### src/rtl/pc_branch_unit.sv
// Fetch-stage program counter with branch/jump redirect, stall handling,
// a one-cycle IF/ID flush and a sticky trap for misaligned redirect targets.
module pc_branch_unit #(
  parameter int unsigned            WIDTH    = 16,
  parameter logic [WIDTH-1:0]       RESET_PC = '0
) (
  input  logic             clk,
  input  logic             rst,
  input  logic             stall,
  input  logic             br_valid,
  input  logic             br_taken,
  input  logic [WIDTH-1:0] br_pc,
  input  logic [WIDTH-1:0] br_offset_sl1,
  input  logic             jmp_valid,
  input  logic [WIDTH-1:0] jmp_target,
  output logic [WIDTH-1:0] pc_out,
  output logic [WIDTH-1:0] pc_plus2,
  output logic             fetch_valid,
  output logic             flush,
  output logic             misalign_err
);

  localparam logic [WIDTH-1:0] Two = WIDTH'(2);

  typedef enum logic [1:0] {
    StBoot,
    StRun,
    StRedirect,
    StHalt
  } state_e;

  state_e           state_q;
  logic [WIDTH-1:0] pc_q;
  logic             redir_req;
  logic [WIDTH-1:0] redir_target;

  // The branch is older than the jump, so it wins a same-cycle conflict.
  always_comb begin
    redir_req    = 1'b0;
    redir_target = '0;
    if (br_valid && br_taken) begin
      redir_req    = 1'b1;
      redir_target = br_pc + Two + br_offset_sl1;
    end else if (jmp_valid) begin
      redir_req    = 1'b1;
      redir_target = jmp_target;
    end
  end

  assign pc_out   = pc_q;
  assign pc_plus2 = pc_q + Two;

  always_ff @(posedge clk) begin
    if (rst) begin
      pc_q         <= RESET_PC;
      state_q      <= StBoot;
      fetch_valid  <= 1'b0;
      flush        <= 1'b0;
      misalign_err <= 1'b0;
    end else begin
      case (state_q)
        StBoot: begin
          state_q     <= StRun;
          fetch_valid <= 1'b1;
          flush       <= 1'b0;
        end
        StRun: begin
          if (redir_req && redir_target[0]) begin
            state_q      <= StHalt;
            misalign_err <= 1'b1;
            fetch_valid  <= 1'b0;
            flush        <= 1'b0;
          end else if (redir_req) begin
            // A redirect beats a stall.
            pc_q        <= redir_target;
            state_q     <= StRedirect;
            fetch_valid <= 1'b0;
            flush       <= 1'b1;
          end else if (!stall) begin
            pc_q <= pc_q + Two;
          end
        end
        StRedirect: begin
          state_q     <= StRun;
          fetch_valid <= 1'b1;
          flush       <= 1'b0;
        end
        StHalt: begin
          fetch_valid <= 1'b0;
          flush       <= 1'b0;
        end
        default: begin
          state_q     <= StBoot;
          fetch_valid <= 1'b0;
          flush       <= 1'b0;
        end
      endcase
    end
  end

endmodule

### config.mk
export PLATFORM = sky130hd
export DESIGN_NAME = pc_branch_unit
export DESIGN_NICKNAME = d
export VERILOG_FILES = /design/src/rtl/pc_branch_unit.sv
export SDC_FILE = /design/constraint.sdc
export NUM_CORES = 1
export LEC_CHECK = 0
export CAP_MARGIN = 20
export CORE_MARGIN = 4
export CORE_UTILIZATION = 44
export DETAILED_ROUTE_END_ITERATION = 6
export HOLD_SLACK_MARGIN = 0.02
export PLACE_DENSITY = 0.81
export SLEW_MARGIN = 10
export SYNTH_ARGS = -nofsm -noshare
export SYNTH_HDL_FRONTEND = slang
export SYNTH_SLANG_ARGS = --single-unit
### constraint.sdc
create_clock -name clk -period 3.3 [get_ports clk]
set_clock_uncertainty 0.1 [all_clocks]
set_input_delay 0.66 -clock clk [delete_from_list [all_inputs] [get_ports clk]]
set_output_delay 0.66 -clock clk [all_outputs]
set_load 0.05 [all_outputs]
==> metrics.md <==
| Metric | Value |
|---|---|
| Status | finished, final reports clean |
| Hold Vio Cnt, Final | 0 |
| Slowest-stage cell, CP | clkdlybuf4s50_1 |
| Max frequency | 0.317 GHz |
| CP top delay family | adder cells |
| Max-cap check violation count | 0 |
| Initial Utilization | a little under half |
| Most used cell, CP | inv_1 |
| WS Path Type | primary input to register |
| Detail Placement HPWL | between 5000 and 6000 µm |
| Register bit total from synthesis | 21 |
| Final core occ | 68.9% |
| Final Cycle Share | approximately 96% |
| Top Ports | 89 |
| IO buf count | 88 |
| Hold_ws | 367 ps |
| Worst R2R Path Depth | 8 |
| Clock sink total | 21 |
| Startpoint types | primary input |
| Nets | approximately 470 |
| Seq/Total Area, Yosys | 18.9% |
| Global route overflow | 0 |
| CP bufs+invs | 4 |
| Worst Setup End Kind | register |
| Final wirelength | between 6000 and 7000 µm |
| Post-CTS Hold Buffers | 0 |
| Worst setup margin | approximately 150 ps |
| Total setup buffers inserted after CTS | 0 |
| Core area | between 4000 and 5000 µm² |
| Actual slew at the worst max-slew pin | around 710 ps |
| Final ANT Viol Nets | 0 |
| Clock transition at path regs | 70 ps |
| Root Buffer | clkbuf_8 |
| Max Slew Vio Count | 0 |
| Critical path depth in cells | 14 |
| Layout cells sized above 1 | under 10% |
| First-pass GRT wire length | 10500 µm |
| Worst Hold Depth | 2 |
| FFs w/ async S/R, synth | 0% |
| Overall Global Routing Usage | 20.4% |
| Crit path max fanout | 2 |
| Via Count | 2485 |
| Slowest stage delay, CP | about 450 ps |
| Netlist cell types | 48 |
| DRC viols | 0 |
| Diodes inserted | 0 |
| Post-route minimum period | 3150 ps |
| CP arrival | approximately 3300 ps |
| Worst endpoint required time | ~3400 ps |
| Avg Inst Size Synth | just under 8 µm² |
| Worst-Skew Late Latency | ~260 ps |
| Vias in the first global route | between 2000 and 2500 |
| Crit path cell chain | clkdlybuf4s50_1, inv_1, ha_1, inv_1, ha_1, inv_1, fa_1, nor2b_2, o2111ai_2, a21oi_1, a211oi_2, xnor2_1, a221oi_2, a21o_1 |
| Placer Congestion | 0.901 |
| CTS tree | yes |
| Die height | ~80 µm |
| Power per cell area | 317 nW/µm² |
| Place WS | -158 ps |
| DRT Pass-1 Iters | 5 |
| Synth Flop Type | dfxtp_1 |
| Initial drt markers | 148 |
| Number of cell rows | 25 |
| Design Power | around 1.1 mW |
| Fin Setup TNS | 0 ps |
| Clock buffer depth | 2 |
| Post-synth EDFFs | 0 |
| Routed vias/inst | approximately 5.5 |
| Initial antenna violation count | 0 |
| Die width | between 70 and 80 µm |
| Peak VDD IR | 164 µV |
| Final setup viols | 0 |
| RSZ-0062 raised after global routing | no |
| Hold Crit Class | register to register |
| Largest net degree at the start of global routing | 26 |
| Area Growth Syn to Fin | 48.9% |
| Synthesized cell area | roughly 2200 µm² |
| Post-Syn Nets | about 370 |
| Die area | roughly 6300 µm² |
| Static leakage | roughly 1.4 nW |
| # resized after CTS | 0 |
| H-tree depth | 1 |
| Number of buffers created by CTS | 3 |
| WL/cell | roughly 14 µm |
| Yosys warning count | 0 |
| Worst rel slew slack | between 50% and 60% |
| Synthesized instance count | between 200 and 300 |
-- registers in the layout, summed over array words and instances, names as in the netlist --
| signal | cells |
|---|---|
| flush | 1 |
| fetch_valid | 1 |
| pc_out | 16 |
| misalign_err | 1 |
| state_q | 2 |
-- logic make-up after synthesis --
logic type               count (synthesis)  synth area share, %
AND/OR/NAND/NOR                         94                 19.7
AO/OA/AOI/OAI                           87                 26.2
adder cells (fa/ha/maj)                 31                 17.8
XOR/XNOR                                25                 9.83
buffers and inverters                   24                 4.49
flip-flops                              21                 18.9
multiplexers                             7                 3.15
-- worst reg2reg max path, stage by stage (launching register included) --
cell and delay [ps]:
dfxtp_1 450, ha_1 270, nand3_1 190, nor2_1 300, nand2_1 110, xnor2_1 200, mux2i_1 110, a311o_1 360
a31oi_1 130
-- cell usage in the layout (no fill, tap or decap), types with 3 or more instances in the layout --
cell	n
a211oi_1	7
a21o_1	9
a21oi_1	28
a31oi_1	4
buf_4	21
clkbuf_8	3
clkdlybuf4s50_1	83
dfxtp_1	21
ha_1	30
inv_1	10
mux2i_1	7
nand2_1	24
nand2b_1	5
nand3_1	12
nand4_1	4
nor2_1	29
nor3_1	8
o211ai_1	4
o21a_1	4
o21ai_0	10
xnor2_1	15
xor2_1	10
-- final cells by class --
cell class / count / area, µm²
well taps: 67 / 83.8
clock buffers: 4 / 45.0
fillers: 422 / 1500
inverters: 11 / 41.3
flip-flops and latches: 21 / 420
repair buffers: 105 / 1000
multi-input cells: 244 / 1730
-- cell usage after synthesis, drive strengths merged, types with 2 or more instances --
master  number  area share [%]
and3         2            0.56
and2         2            0.56
nor2b        2            0.56
nor2        30             5.2
a311o        2            0.90
a21oi       29             6.5
a21o        11             3.8
o21ai       11             2.5
nand2b       5             1.4
o211ai       4             1.3
o21bai       2            0.67
xor2        10             3.9
nor3         8             1.8
nand2       24             4.0
o21a         4             1.3
xnor2       15             5.9
clkbuf       9             1.5
and4         2            0.84
nand3       12             2.7
nand4        4             1.1
inv         11             1.9
a21boi       2            0.67
ha          30              17
a211oi       8             2.9
a31oi        4             1.1
a221o        2            0.90
buf          4             1.1
mux2i        7             3.1
nor3b        2            0.67
dfxtp       21              19
-- metal layers --
metal,vias up,routed length (µm),track usage (%)
li1,1244,-,-
met1,1116,2820,26.5
met2,115,3110,34.8
met3,10,466,3.06
met4,0,92,6.01
met5,-,0,0
-- power by group --
part | total, mW | internal, mW | switching (mW)
Clock | 0.166 | 0.0859 | 0.0796
Combinational | 0.590 | 0.261 | 0.329
Sequential | 0.298 | 0.273 | 0.0250
-- path summary, 6_finish.rpt --
check                                 start                         to  slack [ps]
hold / removal    misalign_err$_SDFFE_PP0P_  misalign_err$_SDFFE_PP0P_         370
setup / recovery                   br_pc[1]    pc_out[15]$_SDFFE_PP0P_         150
setup reg to reg     pc_out[1]$_SDFFE_PP0P_     pc_out[9]$_SDFFE_PP0P_        1020
hold reg to reg   misalign_err$_SDFFE_PP0P_  misalign_err$_SDFFE_PP0P_         370
-- per-stage QoR --
step | instances | cell area (µm²)
final | 452 | 3320
after floorplan | 289 | 2230
after detailed placement | 448 | 3250
after global routing | 452 | 3320
after global placement | 448 | 3250
after CTS | 452 | 3300
(Power assumes the default switching activity.)
